==> src/rtl/alu_pkg.sv <==
// -----------------------------------------------------------------------------
// alu_pkg
// Shared definitions for the ALU execution unit: data width, iteration counter
// sizing, 6-bit ALU control opcodes, the control state enum and a helper that
// evaluates every single-cycle operation.
// MUL is deliberately absent from alu_eval so that the iterative build never
// infers a combinational multiplier; the top decides how MUL is executed.
// -----------------------------------------------------------------------------
package alu_pkg;

  localparam int DATA_W = 32;
  localparam int CNT_W  = 5;
  localparam logic [CNT_W-1:0] CNT_LAST = 5'd31;

  localparam logic [5:0] OP_ADD = 6'b100000;
  localparam logic [5:0] OP_SUB = 6'b100010;
  localparam logic [5:0] OP_MUL = 6'b011000;
  localparam logic [5:0] OP_AND = 6'b100100;
  localparam logic [5:0] OP_OR  = 6'b100101;
  localparam logic [5:0] OP_NOR = 6'b100111;
  localparam logic [5:0] OP_XOR = 6'b100110;
  localparam logic [5:0] OP_SLL = 6'b000000;
  localparam logic [5:0] OP_SRL = 6'b000010;

  typedef enum logic [0:0] {
    ST_IDLE = 1'b0,
    ST_MUL  = 1'b1
  } state_e;

  typedef struct packed {
    logic [DATA_W-1:0] result;
    logic              illegal;
  } alu_res_t;

  // Single-cycle operations; any code not listed (MUL included) reports
  // illegal with a zero result, the caller intercepts MUL beforehand.
  function automatic alu_res_t alu_eval(input logic [5:0]        op,
                                        input logic [DATA_W-1:0] a,
                                        input logic [DATA_W-1:0] b,
                                        input logic [4:0]        shamt);
    alu_res_t r;
    r.result  = {DATA_W{1'b0}};
    r.illegal = 1'b0;
    case (op)
      OP_ADD:  r.result = a + b;
      OP_SUB:  r.result = a - b;
      OP_AND:  r.result = a & b;
      OP_OR:   r.result = a | b;
      OP_NOR:  r.result = ~(a | b);
      OP_XOR:  r.result = a ^ b;
      OP_SLL:  r.result = b << shamt;
      OP_SRL:  r.result = b >> shamt;
      default: begin
        r.result  = {DATA_W{1'b0}};
        r.illegal = 1'b1;
      end
    endcase
    return r;
  endfunction

endpackage

==> src/rtl/alu_shift_add_mul.sv <==
// -----------------------------------------------------------------------------
// alu_shift_add_mul
// Iterative shift-add multiplier datapath, one step per cycle, 32 steps.
// Produces the low DATA_W bits of a*b.
// Ports:
//   clk_i       clock
//   reset_i     synchronous active-high reset
//   start_i     load operands, clear accumulator and counter
//   run_i       perform one shift-add step this cycle
//   a_i, b_i    operands (only sampled on start_i)
//   done_o      this cycle performs the final step (counter = 31)
//   product_o   accumulator value after this cycle's step
// -----------------------------------------------------------------------------
module alu_shift_add_mul
  import alu_pkg::*;
(
  input  logic              clk_i,
  input  logic              reset_i,
  input  logic              start_i,
  input  logic              run_i,
  input  logic [DATA_W-1:0] a_i,
  input  logic [DATA_W-1:0] b_i,
  output logic              done_o,
  output logic [DATA_W-1:0] product_o
);

  logic [DATA_W-1:0] mcand_q, mcand_d;
  logic [DATA_W-1:0] mplier_q, mplier_d;
  logic [DATA_W-1:0] acc_q, acc_d;
  logic [CNT_W-1:0]  cnt_q, cnt_d;

  // Next-state: load on start, otherwise one shift-add step while running.
  always_comb begin
    mcand_d  = mcand_q;
    mplier_d = mplier_q;
    acc_d    = acc_q;
    cnt_d    = cnt_q;
    if (start_i) begin
      mcand_d  = a_i;
      mplier_d = b_i;
      acc_d    = {DATA_W{1'b0}};
      cnt_d    = {CNT_W{1'b0}};
    end else if (run_i) begin
      // Bits shifted out of the multiplicand are beyond the kept product width.
      if (mplier_q[0]) begin
        acc_d = acc_q + mcand_q;
      end else begin
        acc_d = acc_q;
      end
      mcand_d  = mcand_q << 1;
      mplier_d = mplier_q >> 1;
      cnt_d    = cnt_q + 5'd1;
    end else begin
      cnt_d = cnt_q;
    end
  end

  // Datapath registers.
  always_ff @(posedge clk_i) begin
    if (reset_i) begin
      mcand_q  <= {DATA_W{1'b0}};
      mplier_q <= {DATA_W{1'b0}};
      acc_q    <= {DATA_W{1'b0}};
      cnt_q    <= {CNT_W{1'b0}};
    end else begin
      mcand_q  <= mcand_d;
      mplier_q <= mplier_d;
      acc_q    <= acc_d;
      cnt_q    <= cnt_d;
    end
  end

  assign done_o    = run_i && (cnt_q == CNT_LAST);
  assign product_o = acc_d;

endmodule

==> src/rtl/alu_exec_unit.sv <==
// -----------------------------------------------------------------------------
// alu_exec_unit
// ALU execution unit with registered outputs. All ops except MUL complete in
// one cycle; MUL uses the iterative shift-add multiplier (33-cycle latency)
// unless the macro ALU_FAST_MUL_EN is defined, in which case MUL is a
// single-cycle op and neither the MUL state nor the counter is built.
// Ports:
//   clk_i          clock
//   reset_i        synchronous active-high reset (priority over start_i)
//   start_i        request pulse, ignored while busy_o
//   alu_control_i  6-bit operation code
//   a_i, b_i       operands (rs, rt)
//   shamt_i        shift amount for SLL/SRL
//   busy_o         iterative MUL in flight
//   done_o         one-cycle pulse, result_o/zero_o/illegal_o valid
//   result_o       registered result, held until the next done_o
//   zero_o         registered (result_o == 0)
//   illegal_o      pulses with done_o for unsupported codes
// -----------------------------------------------------------------------------
module alu_exec_unit
  import alu_pkg::*;
(
  input  logic              clk_i,
  input  logic              reset_i,
  input  logic              start_i,
  input  logic [5:0]        alu_control_i,
  input  logic [DATA_W-1:0] a_i,
  input  logic [DATA_W-1:0] b_i,
  input  logic [4:0]        shamt_i,
  output logic              busy_o,
  output logic              done_o,
  output logic [DATA_W-1:0] result_o,
  output logic              zero_o,
  output logic              illegal_o
);

  logic              done_q, done_d;
  logic              illegal_q, illegal_d;
  logic              zero_q, zero_d;
  logic [DATA_W-1:0] result_q, result_d;
  alu_res_t          eval_s;

  assign eval_s = alu_eval(alu_control_i, a_i, b_i, shamt_i);

`ifdef ALU_FAST_MUL_EN

  // Output next-state: every accepted op, MUL included, completes next cycle.
  always_comb begin
    done_d    = 1'b0;
    illegal_d = 1'b0;
    result_d  = result_q;
    zero_d    = zero_q;
    if (start_i) begin
      done_d = 1'b1;
      if (alu_control_i == OP_MUL) begin
        result_d = a_i * b_i;
      end else begin
        result_d  = eval_s.result;
        illegal_d = eval_s.illegal;
      end
      zero_d = (result_d == {DATA_W{1'b0}});
    end else begin
      done_d = 1'b0;
    end
  end

  assign busy_o = 1'b0;

`else

  state_e            state_q, state_d;
  logic              mul_start_s;
  logic              mul_run_s;
  logic              mul_done_s;
  logic [DATA_W-1:0] mul_product_s;

  assign mul_run_s = (state_q == ST_MUL);

  alu_shift_add_mul u_mul (
    .clk_i     (clk_i),
    .reset_i   (reset_i),
    .start_i   (mul_start_s),
    .run_i     (mul_run_s),
    .a_i       (a_i),
    .b_i       (b_i),
    .done_o    (mul_done_s),
    .product_o (mul_product_s)
  );

  // Control FSM next-state and output next-state.
  always_comb begin
    state_d     = state_q;
    mul_start_s = 1'b0;
    done_d      = 1'b0;
    illegal_d   = 1'b0;
    result_d    = result_q;
    zero_d      = zero_q;
    case (state_q)
      ST_IDLE: begin
        if (start_i) begin
          if (alu_control_i == OP_MUL) begin
            state_d     = ST_MUL;
            mul_start_s = 1'b1;
          end else begin
            done_d    = 1'b1;
            result_d  = eval_s.result;
            illegal_d = eval_s.illegal;
            zero_d    = (eval_s.result == {DATA_W{1'b0}});
          end
        end else begin
          state_d = ST_IDLE;
        end
      end
      ST_MUL: begin
        // start_i is ignored here; the operands were latched on entry.
        if (mul_done_s) begin
          state_d  = ST_IDLE;
          done_d   = 1'b1;
          result_d = mul_product_s;
          zero_d   = (mul_product_s == {DATA_W{1'b0}});
        end else begin
          state_d = ST_MUL;
        end
      end
      default: state_d = ST_IDLE;
    endcase
  end

  // Control state register.
  always_ff @(posedge clk_i) begin
    if (reset_i) begin
      state_q <= ST_IDLE;
    end else begin
      state_q <= state_d;
    end
  end

  assign busy_o = mul_run_s;

`endif

  // Registered result and status outputs.
  always_ff @(posedge clk_i) begin
    if (reset_i) begin
      done_q    <= 1'b0;
      illegal_q <= 1'b0;
      result_q  <= {DATA_W{1'b0}};
      zero_q    <= 1'b1;
    end else begin
      done_q    <= done_d;
      illegal_q <= illegal_d;
      result_q  <= result_d;
      zero_q    <= zero_d;
    end
  end

  assign done_o    = done_q;
  assign illegal_o = illegal_q;
  assign result_o  = result_q;
  assign zero_o    = zero_q;

endmodule

==> config.mk <==
export PLATFORM = sky130hd
export DESIGN_NAME = alu_exec_unit
export DESIGN_NICKNAME = d
export VERILOG_FILES = /design/src/rtl/alu_pkg.sv /design/src/rtl/alu_shift_add_mul.sv /design/src/rtl/alu_exec_unit.sv
export SDC_FILE = /design/constraint.sdc
export NUM_CORES = 1
export LEC_CHECK = 0
export CAP_MARGIN = 20
export CELL_PAD_IN_SITES_DETAIL_PLACEMENT = 0
export CELL_PAD_IN_SITES_GLOBAL_PLACEMENT = 1
export CORE_UTILIZATION = 42
export CTS_CLUSTER_SIZE = 30
export DETAILED_ROUTE_END_ITERATION = 8
export PLACE_DENSITY = 0.88
export SYNTH_ARGS = -nofsm -noshare
export SYNTH_HDL_FRONTEND = slang
export SYNTH_HIERARCHICAL = 1
export SYNTH_SLANG_ARGS = --single-unit
==> constraint.sdc <==
create_clock -name clk_i -period 15.05 [get_ports clk_i]
set_input_delay 3.01 -clock clk_i [delete_from_list [all_inputs] [get_ports clk_i]]
set_output_delay 3.01 -clock clk_i [all_outputs]
set_load 0.02 [all_outputs]
== Yosys cells after proc, flatten, opt, wreduce, memory -nomap -nowiden ==
Cells that the tools add are included.

* Register bits: 137
* Input bits: 78
* Output and inout bits: 36
* Word-level logic and storage cells: 68

* Add/subtract/negate cells: 4
* Equal/unequal tests: 12
* Shift-type cells: 2
* Mux-type cells: 26
* Bitwise logic cells: 6
* Reductions and logical operators: 9

{| class="wikitable"
|+ Operator list
! operator !! number
|-
| 2-to-1 mux 32 bit || 10
|-
| one-hot mux 32 bit (8 select lines) || 1
|-
| adder 32 bit || 2
|-
| logical NOT 32 bit || 2
|-
| one-hot mux 32 bit (2 select lines) || 1
|-
| == test 6 bit, second input constant || 6
|-
| AND 32 bit || 1
|-
| NOT 32 bit || 1
|-
| bitwise OR 32 bit || 1
|-
| << shifter 32 x 5 -> 32 bit || 1
|-
| >> shifter 32 x 5 -> 32 bit || 1
|-
| subtractor 32 bit || 1
|-
| XOR 32 bit || 1
|-
| 2-to-1 mux 1 bit || 11
|-
| OR reduction 8 bit || 1
|-
| == test 6 x 2 -> 1 bit, second input constant || 1
|-
| == test 6 x 5 -> 1 bit, second input constant || 1
|-
| logical NOT 6 bit || 1
|-
| one-hot mux 1 bit (2 select lines) || 3
|-
| adder 5 x 1 -> 5 bit, second input constant || 1
|-
| == test 5 bit, second input constant || 1
|-
| != test 2 bit, second input constant || 2
|-
| OR reduction 4 bit || 1
|-
| AND reduction 3 bit || 1
|-
| other kinds (5) || 6
|}

== Longest topological paths before layout ==
Gate-level depths: netlist of run 1.

* Depth after elaboration: 8
* Mapped depth: 23
* Mapped depth without buffers: 22

== Cells and area by module ==
Netlist of run 1, hierarchy kept.

{| class="wikitable"
|+ By module, submodules not included
! module !! instances !! cells each !! area each (um^2)
|-
| alu_exec_unit || 1 || 1433 || 10092.2
|-
| alu_shift_add_mul || 1 || 791 || 6142.1
|}

== Least setup slack after synthesis of run 1 ==
OpenSTA, ideal clock, no wires.

* Kind: input port to flip-flop
* From: input alu_control_i[3]
* To: register zero_q (netlist: zero_o)
* Setup time: 74 ps
* Arrival: 7746 ps
* Slack: 7229 ps
* Cell stages on the path: 22
* Path buffers: 5
* Path through: nor2_1 > and3_1 > clkbuf_1 > clkbuf_1 > clkbuf_1 > clkbuf_1 > and2_1 > clkbuf_1 > nor2_1 > xnor2_1 > ha_1 > a21oi_1 > nand2_1 > a31oi_1 > o211ai_1 > a211oi_1 > nor4_1 > a211o_1 > or4_1 > nor4_1 > nand4b_1 > a31oi_1

* Longest elaborated chain between the ends: 8
* Elaborated cells on any way between the ends: 22

{| class="wikitable"
|+ RTL lines
! item !! line !! source
|-
| from (decl) || alu_exec_unit.sv:26 || <nowiki>input logic [5:0] alu_control_i,</nowiki>
|-
| == test 6 x 5 -> 1 bit || alu_exec_unit.sv:101 || <nowiki>if (alu_control_i == OP_MUL) begin</nowiki>
|-
| 2-to-1 mux 1 bit || alu_exec_unit.sv:101 ||
|-
| 2-to-1 mux 1 bit || alu_exec_unit.sv:100 || <nowiki>if (start_i) begin</nowiki>
|-
| 2-to-1 mux 1 bit || alu_exec_unit.sv:98 || <nowiki>case (state_q)</nowiki>
|-
| 2-to-1 mux 32 bit || alu_shift_add_mul.sv:38 || <nowiki>if (start_i) begin</nowiki>
|-
| logical NOT 32 bit || alu_exec_unit.sv:120 || <nowiki>zero_d = (mul_product_s == {DATA_W{1'b0}});</nowiki>
|-
| 2-to-1 mux 1 bit || alu_exec_unit.sv:116 || <nowiki>if (mul_done_s) begin</nowiki>
|-
| one-hot mux 1 bit (2 select lines) || alu_exec_unit.sv:98 ||
|-
| to (signal assigned) || alu_exec_unit.sv:153 || <nowiki>zero_q <= zero_d;</nowiki>
|-
| to (decl) || alu_exec_unit.sv:39 || <nowiki>logic zero_q, zero_d;</nowiki>
|}

Parallel ways exist; a longest one is shown, timed or not. The select of a mux whose other input is x is not followed.
A chain may end at the register's enable or synchronous reset.

== Final worst setup path of run 1 ==
Ends and elaborated chain as after synthesis.

==> results.sh, run 1 <==
export IMPL_outcome="finished, final reports clean"
export IMPL_routed_wl_mm=67.4
export IMPL_gp_congestion=1.00
export IMPL_routedWlPerCell_um=24.5
export IMPL_final_net_count=2431
export IMPL_syn_area_um2=16200
export IMPL_synthArstFlopShare_pct=0
export IMPL_drtAntennaViolNets=0
export IMPL_cts_tree="built"
export IMPL_rows=71
export IMPL_cp_cell_sequence="clkdlybuf4s50_1 > nor2_1 > and3_1 > buf_4 > nand2_1 > nand2_1 > o21ai_0 > fa_1 > nor2b_1 > o221ai_1 > o21ai_1 > a21oi_1 > o21ai_0 > o41ai_1 > a31o_1 > or4_1 > nor4_1 > nand4b_1 > a31oi_1"
export IMPL_period_share_pct=57.3
export IMPL_layout_common_cells="nor2_1, a21oi_1, nand2_1"
export IMPL_p_comb_share_pct=31.4
export IMPL_hold_path_class="register to register"
export IMPL_numPortBuffers=113
export IMPL_setup_tns_final_ns=0
export IMPL_reg2reg_depth=15
export IMPL_initial_core_util_pct=42.9
export IMPL_power_switching_mw=0.442
export IMPL_slowest_delay_ns=0.57
export IMPL_place_inst=2714
export IMPL_clk_path_buf_depth=2
export IMPL_core_area_um2=37800
export IMPL_whs_path_depth=2
export IMPL_htreeDepth=4
export IMPL_clock_latency_ns=0.46
export IMPL_p_leak_nw=7.43
export IMPL_clock_power_share_pct=37.3
export IMPL_synth_top_area_share_pct=16.9
export IMPL_max_cap_violations=0
export IMPL_drv_slew=0
export IMPL_pin_count=114
export IMPL_finalSetupViolations=0
export IMPL_vias=17400
export IMPL_rsz0062_at_grt="no"
export IMPL_slew_headroom_pct=35.2
export IMPL_dp_hpwl_mm=51.5
export IMPL_fmax_mhz=116
export IMPL_path_class="input pin to register"
export IMPL_critPathBufInv=2
export IMPL_synth_seq_cells=137
export IMPL_grt_max_degree=85
export IMPL_synth_area_leaders="dfxtp_1, mux2i_1, ha_1"
export IMPL_cts_buffers=17
export IMPL_drc=0
export IMPL_die_h_um=199
export IMPL_cp_data_arrival_time_ns=9.01
export IMPL_cp_top_family="simple AND/OR/NAND/NOR gates"
export IMPL_cts_root_buf="clkbuf_16"
export IMPL_synthDominantAreaCellType="dfxtp_1"
export IMPL_cts_sinks=137
export IMPL_cp_depth=19
export IMPL_power_share_switching_pct=37.4
export IMPL_p_int_mw=0.739
export IMPL_die_area_um2=39400
export IMPL_skew_ns=0.0135
export IMPL_cp_max_fo=32
export IMPL_cts_clk_slew_worst_paths_ns=0.06
export IMPL_cts_hold_buf=0
export IMPL_synth_distinct_cells=99
export IMPL_ys_flop_type="dfxtp_1"
export IMPL_period_needed_ns=8.62
export IMPL_grt_pass1_wl_mm=99.4
export IMPL_area_delta_synth_final_pct=11.6
export IMPL_final_hold_violation_count=0
export IMPL_drive_gt1_share_pct=7.34
export IMPL_die_w_um=199
export IMPL_grt_usage_pct=33.8
export IMPL_yosysSeqAreaShare_pct=16.9
export IMPL_drt_iter0_drc=2005
export IMPL_syn_avg_cell_area_um2=7.30
export IMPL_syn_instance_count=2224
export IMPL_instances_no_fill=2747
export IMPL_syn_nets=2433
export IMPL_p_per_area_nw_per_um2=65.2
export IMPL_post_cts_buffers=0
export IMPL_fin_util_pct=47.9
export IMPL_overflow=0
export IMPL_firstDrtPassIters=5
export IMPL_grt_pass1_vias=15700
export IMPL_startpoint_type="input pin"
export IMPL_synth_enable_flop_cells=0
export IMPL_yosys_warnings=6
export IMPL_viasPerCell=6.34
export IMPL_final_common_cell="nor2_1"
export IMPL_worstPathRequired_ns=15.44
export IMPL_vdd_drop_max_uv=75.4
export IMPL_slowest_stage="nand2_1"
export IMPL_end_kind="register"
export IMPL_antenna_found_initial=5
export IMPL_ctsResizeCount=0
export IMPL_tightest_slew_ns=0.948
export IMPL_seq_power_share_pct=31.3
==> Yosys cell counts, types with 6 or more instances <==
cell,instances
nor2_1,323
a21oi_1,233
nand2_1,200
mux2i_1,177
dfxtp_1,137
ha_1,129
clkbuf_1,113
inv_1,100
o21ai_0,93
xnor2_1,54
nand3_1,41
nor3_1,41
a211oi_1,33
mux4_2,29
o21ai_1,27
buf_2,25
o22ai_1,23
nand4_1,22
o211ai_1,21
and3_1,19
xor2_1,19
mux2_2,18
or3_1,18
buf_1,17
nor4_1,17
a21o_1,16
a31oi_1,16
and2_1,16
nor2b_1,16
nand2b_1,14
a22oi_1,11
o221ai_1,11
o21a_1,10
or2_2,10
or4_1,10
a221oi_1,8
a311oi_1,8
o21bai_1,8
a211o_1,7
mux2_1,7
nor3b_1,6
==> through the flow <==
step	instance area (um^2)	setup slack (ns)	power, mW	hold slack (ns)
3_3_place_gp	17500	6.31	0.732	0.446
5_1_grt	18100	5.99	1.22	0.473
2_1_floorplan	16200	7.23	0.607	0.444
6_report	18100	6.43	1.18	0.454
3_5_place_dp	17500	6.18	0.736	0.450
4_1_cts	18100	6.65	1.18	0.460
==> power groups by stage <==
stage          logic [mW]  registers (mW)  clock network [mW]
2_1_floorplan       0.227           0.380                   0
3_3_place_gp        0.355           0.377                   0
3_5_place_dp        0.359           0.377                   0
4_1_cts             0.361           0.369               0.446
5_1_grt             0.394           0.369               0.461
6_report            0.371           0.369               0.441
==> sequential cells by signal, summed over array words and instances, names as in the netlist <==
signal / count
busy_o: 1
done_o: 1
illegal_o: 1
result_o: 32
u_mul/acc_q: 32
u_mul/cnt_q: 5
u_mul/mcand_q: 32
u_mul/mplier_q: 32
zero_o: 1
==> tightest hold or removal path: stages (launching register included) <==
cell	delay, ns
dfxtp_1	0.31
nand2_1	0.05
a21oi_1	0.05
==> per-layer routing <==
metal	global-route usage, %	part of all wire [%]
met3	6.21	8.8
met2	51.4	43
met1	47.2	44
met4	12.9	3.4
met5	0	0.079
==> logic make-up after synthesis <==
family	count (synthesis)	synth area share, %
muxes	232	16.8
adders and majority gates	131	10.2
DFF	137	16.9
AOI/OAI and AO/OA	606	23.6
and+or+nand+nor	776	21.8
xor gates and xnor gates	73	3.94
buffers and inverters	269	6.81
==> final cells by class <==
type | count | area (um^2)
fillers | 3850 | 19700
multi-input cells | 1818 | 12400
flip-flops and latches | 137 | 2750
repair buffers | 145 | 1350
well taps | 511 | 639
clock buffers | 18 | 439
inverters | 103 | 387
clock inverters | 14 | 161
diodes | 1 | 2.50
==> worst paths after layout <==
check	end	slack (ns)	start
setup / recovery	zero_o	6.43	alu_control_i[3]
setup reg to reg	zero_o	9.83	busy_o
hold reg to reg	result_o[7]	0.45	result_o[7]
hold / removal	result_o[7]	0.45	result_o[7]
No activity file was read; power rests on OpenSTA's default activity.
==> inputs of run 2 (changes only) <==
==> constraint.sdc (replaced) <==
create_clock -name clk_i -period 8.47 [get_ports clk_i]
set_input_delay 1.694 -clock clk_i [delete_from_list [all_inputs] [get_ports clk_i]]
set_output_delay 1.694 -clock clk_i [all_outputs]
set_load 0.02 [all_outputs]
==> results.sh, run 2 (synthesis gave the netlist of run 1 again) <==
export IMPL_n_antenna_cell=0
export IMPL_post_cts_buffers=0
export IMPL_rows=71
export IMPL_die_w_um=199
export IMPL_fillCellCount=3842
export IMPL_vdd_drop_max_uv=155
export IMPL_slew_headroom_pct=25.7
export IMPL_cp_data_arrival_time_ns=7.65
export IMPL_worstPathRequired_ns=8.87
export IMPL_end_kind="register"
export IMPL_drc=0
export IMPL_slowest_delay_ns=0.64
export IMPL_final_net_count=2431
export IMPL_seq_area_um2=2750
export IMPL_cts_clk_slew_worst_paths_ns=0.07
export IMPL_clock_latency_ns=0.47
export IMPL_p_leak_nw=7.41
export IMPL_outcome="finished, final reports clean"
export IMPL_cts_sinks=137
export IMPL_instances_no_fill=2746
export IMPL_period_share_pct=85.7
export IMPL_initial_core_util_pct=42.9
export IMPL_p_per_area_nw_per_um2=114
export IMPL_cts_buffers=17
export IMPL_die_area_um2=39400
export IMPL_firstDrtPassIters=8
export IMPL_critPathBufInv=1
export IMPL_multi_input_area_um2=12400
export IMPL_fin_area_um2=18100
export IMPL_hold_worst_slack_ns=0.456
export IMPL_hold_path_class="register to register"
export IMPL_drive_gt1_share_pct=7.29
export IMPL_cp_startpoint="b_i[4]"
export IMPL_grt_pass1_wl_mm=98.8
export IMPL_gp_congestion=1.02
export IMPL_routedWlPerCell_um=24.3
export IMPL_ctsResizeCount=0
export IMPL_tightest_slew_ns=1.11
export IMPL_startpoint_type="input pin"
export IMPL_rsz0062_at_grt="no"
export IMPL_cts_tree="built"
export IMPL_dp_hpwl_mm=52.2
export IMPL_place_inst=2714
export IMPL_antenna_found_initial=4
export IMPL_drtAntennaViolNets=0
export IMPL_cp_top_family="simple AND/OR/NAND/NOR gates"
export IMPL_clk_path_buf_depth=2
export IMPL_pin_count=114
export IMPL_grt_pass1_vias=15600
export IMPL_drv_slew=0
export IMPL_slowest_stage="clkdlybuf4s50_1"
export IMPL_finalSetupViolations=0
export IMPL_max_cap_violations=0
export IMPL_power_total_mw=2.07
export IMPL_placed_cell_area_um2=17500
export IMPL_grt_max_degree=88
export IMPL_path_class="input pin to register"
export IMPL_path_common_cell="a21oi_1"
export IMPL_cts_root_buf="clkbuf_16"
export IMPL_viasPerCell=6.34
export IMPL_fmax_mhz=138
export IMPL_r2r_start="u_mul/mcand_q[0]"
export IMPL_cp_cell_sequence="clkdlybuf4s50_1 > or3_1 > or3b_2 > nor2_1 > nand3_1 > nand3b_1 > nand2b_1 > nor3_1 > a21oi_1 > xnor2_1 > ha_1 > nand2_1 > o21ai_1 > a21oi_1 > nor3b_1 > nor3_2 > o41ai_1 > a31o_1 > or4_1 > nor4_1 > nand4b_1 > a31oi_1"
export IMPL_numPortBuffers=113
export IMPL_setup_tns_final_ns=0
export IMPL_core_area_um2=37800
export IMPL_hold_path_startpoint="result_o[10]"
export IMPL_overflow=0
export IMPL_die_h_um=199
export IMPL_cts_hold_buf=0
export IMPL_layout_common_cells="nor2_1, a21oi_1, nand2_1"
export IMPL_skew_ns=0.0140
export IMPL_drt_iter0_drc=2176
export IMPL_area_delta_synth_final_pct=11.4
export IMPL_period_needed_ns=7.26
export IMPL_grt_usage_pct=33.6
export IMPL_cp_max_fo=13
export IMPL_final_hold_violation_count=0
export IMPL_routed_wl_mm=66.8
export IMPL_htreeDepth=4
export IMPL_vias=17400
export IMPL_final_common_cell="nor2_1"
==> run 2: worst reg2reg max path, stage by stage, from the launching register on <==
cell	delay, ns
dfxtp_1	0.37
ha_1	0.22
inv_1	0.06
fa_1	0.37
nor2b_1	0.21
o2111a_1	0.27
o21ai_1	0.11
a211o_2	0.40
a21oi_1	0.21
o21ai_0	0.12
a31oi_1	0.33
nor2_1	0.14
nor4_1	0.52
nand4_1	0.16
nor3_1	0.25
nand4_1	0.22
a31oi_1	0.21
==> run 2: worst paths after layout <==
path	depth (start not counted)	end	slack (ns)
setup / recovery	22	zero_o	1.21
hold / removal	2	result_o[10]	0.46
setup reg to reg	16	zero_o	4.25
hold reg to reg	2	result_o[10]	0.46
==> run 2: through the flow <==
| stage | utilization [%] | worst slack (ns) |
|---|---|---|
| final | 47.8 | 1.21 |
| after floorplan | - | 1.97 |
| after CTS | 47.8 | 1.37 |
| after global routing | 47.8 | 0.907 |
| after detailed placement | 46.3 | 0.902 |
| after global placement | 46.3 | 0.985 |
==> run 2: cell type report <==
cell class,instances,area share (%)
clock inverter,14,0.719
clock buffer,18,2.37
multi-input combinational,1818,68.5
tap,511,3.53
timing repair buffer,145,7.53
inverter,103,2.14
sequential,137,15.2
==> run 2: routing by layer <==
metal | global-route usage, % | up-vias | routed length (um) | part of all wire (%)
li1 | - | 8032 | - | -
met5 | 0 | - | 47 | 0.070
met2 | 50.0 | 841 | 28400 | 43
met3 | 5.90 | 138 | 5810 | 8.7
met4 | 13.9 | 8 | 2550 | 3.8
met1 | 47.6 | 8393 | 30000 | 45
==> run 2: report_power, final <==
group | total [mW] | internal (mW) | switching (mW)
combinational | 0.661 | 0.237 | 0.424
sequential | 0.655 | 0.650 | 0.00484
clock | 0.750 | 0.387 | 0.363
==> inputs of run 3 (changes only) <==
--- a/config.mk
+++ b/config.mk
@@ -8,10 +8,11 @@
 export CAP_MARGIN = 20
 export CELL_PAD_IN_SITES_DETAIL_PLACEMENT = 0
 export CELL_PAD_IN_SITES_GLOBAL_PLACEMENT = 1
-export CORE_UTILIZATION = 42
+export CORE_MARGIN = 2
+export CORE_UTILIZATION = 45
 export CTS_CLUSTER_SIZE = 30
 export DETAILED_ROUTE_END_ITERATION = 8
-export PLACE_DENSITY = 0.88
+export PLACE_DENSITY = 0.93
 export SYNTH_ARGS = -nofsm -noshare
 export SYNTH_HDL_FRONTEND = slang
 export SYNTH_HIERARCHICAL = 1
==> results.sh, run 3 (synthesis gave the netlist of run 1 again) <==
export IMPL_final_net_count=2426
export IMPL_place_ws_ns=0.853
export IMPL_firstDrtPassIters=6
export IMPL_drtAntennaViolNets=0
export IMPL_period_share_pct=86.0
export IMPL_setup_tns_final_ns=0
export IMPL_p_leak_nw=7.41
export IMPL_cp_max_fo=13
export IMPL_slowest_delay_ns=0.65
export IMPL_hold_worst_slack_ns=0.454
export IMPL_end_kind="register"
export IMPL_fillCellCount=3571
export IMPL_cp_data_arrival_time_ns=7.65
export IMPL_die_h_um=194
export IMPL_period_needed_ns=7.28
export IMPL_hold_path_class="register to register"
export IMPL_startpoint_type="input pin"
export IMPL_drt_iter0_drc=1986
export IMPL_p_int_mw=1.36
export IMPL_cts_tree="built"
export IMPL_fmax_mhz=137
export IMPL_grt_max_degree=78
export IMPL_worstPathRequired_ns=8.84
export IMPL_r2r_start="u_mul/mcand_q[0]"
export IMPL_routedWlPerCell_um=23.8
export IMPL_cts_buffers=17
export IMPL_die_w_um=194
export IMPL_antenna_found_initial=4
export IMPL_cts_root_buf="clkbuf_16"
export IMPL_fin_ws_ns=1.19
export IMPL_power_switching_mw=0.755
export IMPL_hold_path_startpoint="result_o[12]"
export IMPL_finalSetupViolations=0
export IMPL_rows=69
export IMPL_core_area_um2=35600
export IMPL_final_common_cell="nor2_1"
export IMPL_drv_slew=0
export IMPL_final_hold_violation_count=0
export IMPL_rsz0062_at_grt="no"
export IMPL_initial_core_util_pct=45.6
export IMPL_clock_latency_ns=0.45
export IMPL_outcome="finished, final reports clean"
export IMPL_clk_path_buf_depth=2
export IMPL_grt_pass1_wl_mm=96.7
export IMPL_clock_power_share_pct=38.1
export IMPL_ctsResizeCount=0
export IMPL_overflow=0
export IMPL_grt_pass1_vias=15900
export IMPL_numPortBuffers=113
export IMPL_vias=17400
export IMPL_drive_gt1_share_pct=7.09
export IMPL_gp_congestion=1.00
export IMPL_seq_power_share_pct=31.0
export IMPL_n_antenna_cell=0
export IMPL_drc=0
export IMPL_viasPerCell=6.47
export IMPL_layout_common_cells="nor2_1, a21oi_1, nand2_1"
export IMPL_fin_area_um2=18000
export IMPL_path_class="input pin to register"
export IMPL_cp_top_family="simple AND/OR/NAND/NOR gates"
export IMPL_post_cts_buffers=0
export IMPL_htreeDepth=4
export IMPL_placed_cell_area_um2=17400
export IMPL_p_per_area_nw_per_um2=117
export IMPL_die_area_um2=37600
export IMPL_cts_hold_buf=0
export IMPL_cp_startpoint="b_i[4]"
export IMPL_area_delta_synth_final_pct=11.0
export IMPL_routed_wl_mm=64.2
export IMPL_r2r_setup_slack_ns=4.26
export IMPL_path_common_cell="a21oi_1"
export IMPL_critPathBufInv=1
export IMPL_slew_headroom_pct=24.1
export IMPL_tightest_slew_ns=1.13
export IMPL_skew_ns=0.0105
export IMPL_dp_hpwl_mm=50.2
export IMPL_slowest_stage="clkdlybuf4s50_1"
export IMPL_pin_count=114
export IMPL_grt_usage_pct=33.1
export IMPL_cp_cell_sequence="clkdlybuf4s50_1 > or3_1 > or3b_2 > nor2_1 > nand3_1 > nand3b_1 > nand2b_1 > nor3_1 > a21oi_1 > xnor2_1 > ha_1 > nand2_1 > o21ai_1 > a21oi_1 > nor3b_1 > nor3_2 > o41ai_1 > a31o_1 > or4_1 > nor4_1 > nand4b_1 > a31oi_1"
export IMPL_power_share_switching_pct=35.8
export IMPL_max_cap_violations=0
export IMPL_p_comb_share_pct=30.9
export IMPL_cts_clk_slew_worst_paths_ns=0.06
export IMPL_cts_sinks=137
export IMPL_vdd_drop_max_uv=159
export IMPL_power_total_mw=2.11
-- run 3: final cells by class --
cell class	instances	area [um^2]	area share (%)
repair buffers	140	1310	7.27
well taps	461	577	3.20
flip-flops and latches	137	2750	15.2
clock inverters	14	181	1.01
clock buffers	18	429	2.38
multi-input cells	1818	12400	68.8
inverters	103	387	2.14
-- run 3: worst register-to-register path, cell delays in order (launching register included) --
cell and delay (ns):
dfxtp_1 0.36, ha_1 0.22, inv_1 0.07, fa_1 0.38
nor2b_1 0.23, o2111a_1 0.27, o21ai_1 0.10, a211o_2 0.40
a21oi_1 0.27, o21ai_0 0.14, a31oi_1 0.28, nor2_1 0.10
nor4_1 0.46, nand4_1 0.13, nor3_1 0.27, nand4_1 0.24
a31oi_1 0.22
-- run 3: through the flow --
step / util [%] / std cells
6_report: 50.7 / 2691
5_1_grt: 50.7 / 2691
4_1_cts: 50.7 / 2690
3_5_place_dp: 48.9 / 2658
3_3_place_gp: 48.9 / 2658
2_1_floorplan: - / 2224
-- run 3: routing by layer --
layer	wire length, um	global-route usage, %	vias to the layer above
met5	53	0	-
met4	2910	14.6	8
met3	6020	5.72	159
met2	27000	48.8	906
met1	28200	47.0	8293
li1	-	-	8039
-- run 3: power by group through the flow --
stage                     clock [mW]  sequential, mW  combinational [mW]
after floorplan                    0           0.675               0.403
after global placement             0           0.670               0.619
after detailed placement           0           0.670               0.629
after CTS                      0.812           0.655               0.632
after global routing           0.845           0.656               0.695
final                          0.804           0.655               0.652
-- run 3: final timing paths --
kind | endpoint | depth (start not counted)
setup / recovery | zero_o | 22
hold / removal | result_o[12] | 2
setup reg to reg | zero_o | 16
hold reg to reg | result_o[12] | 2
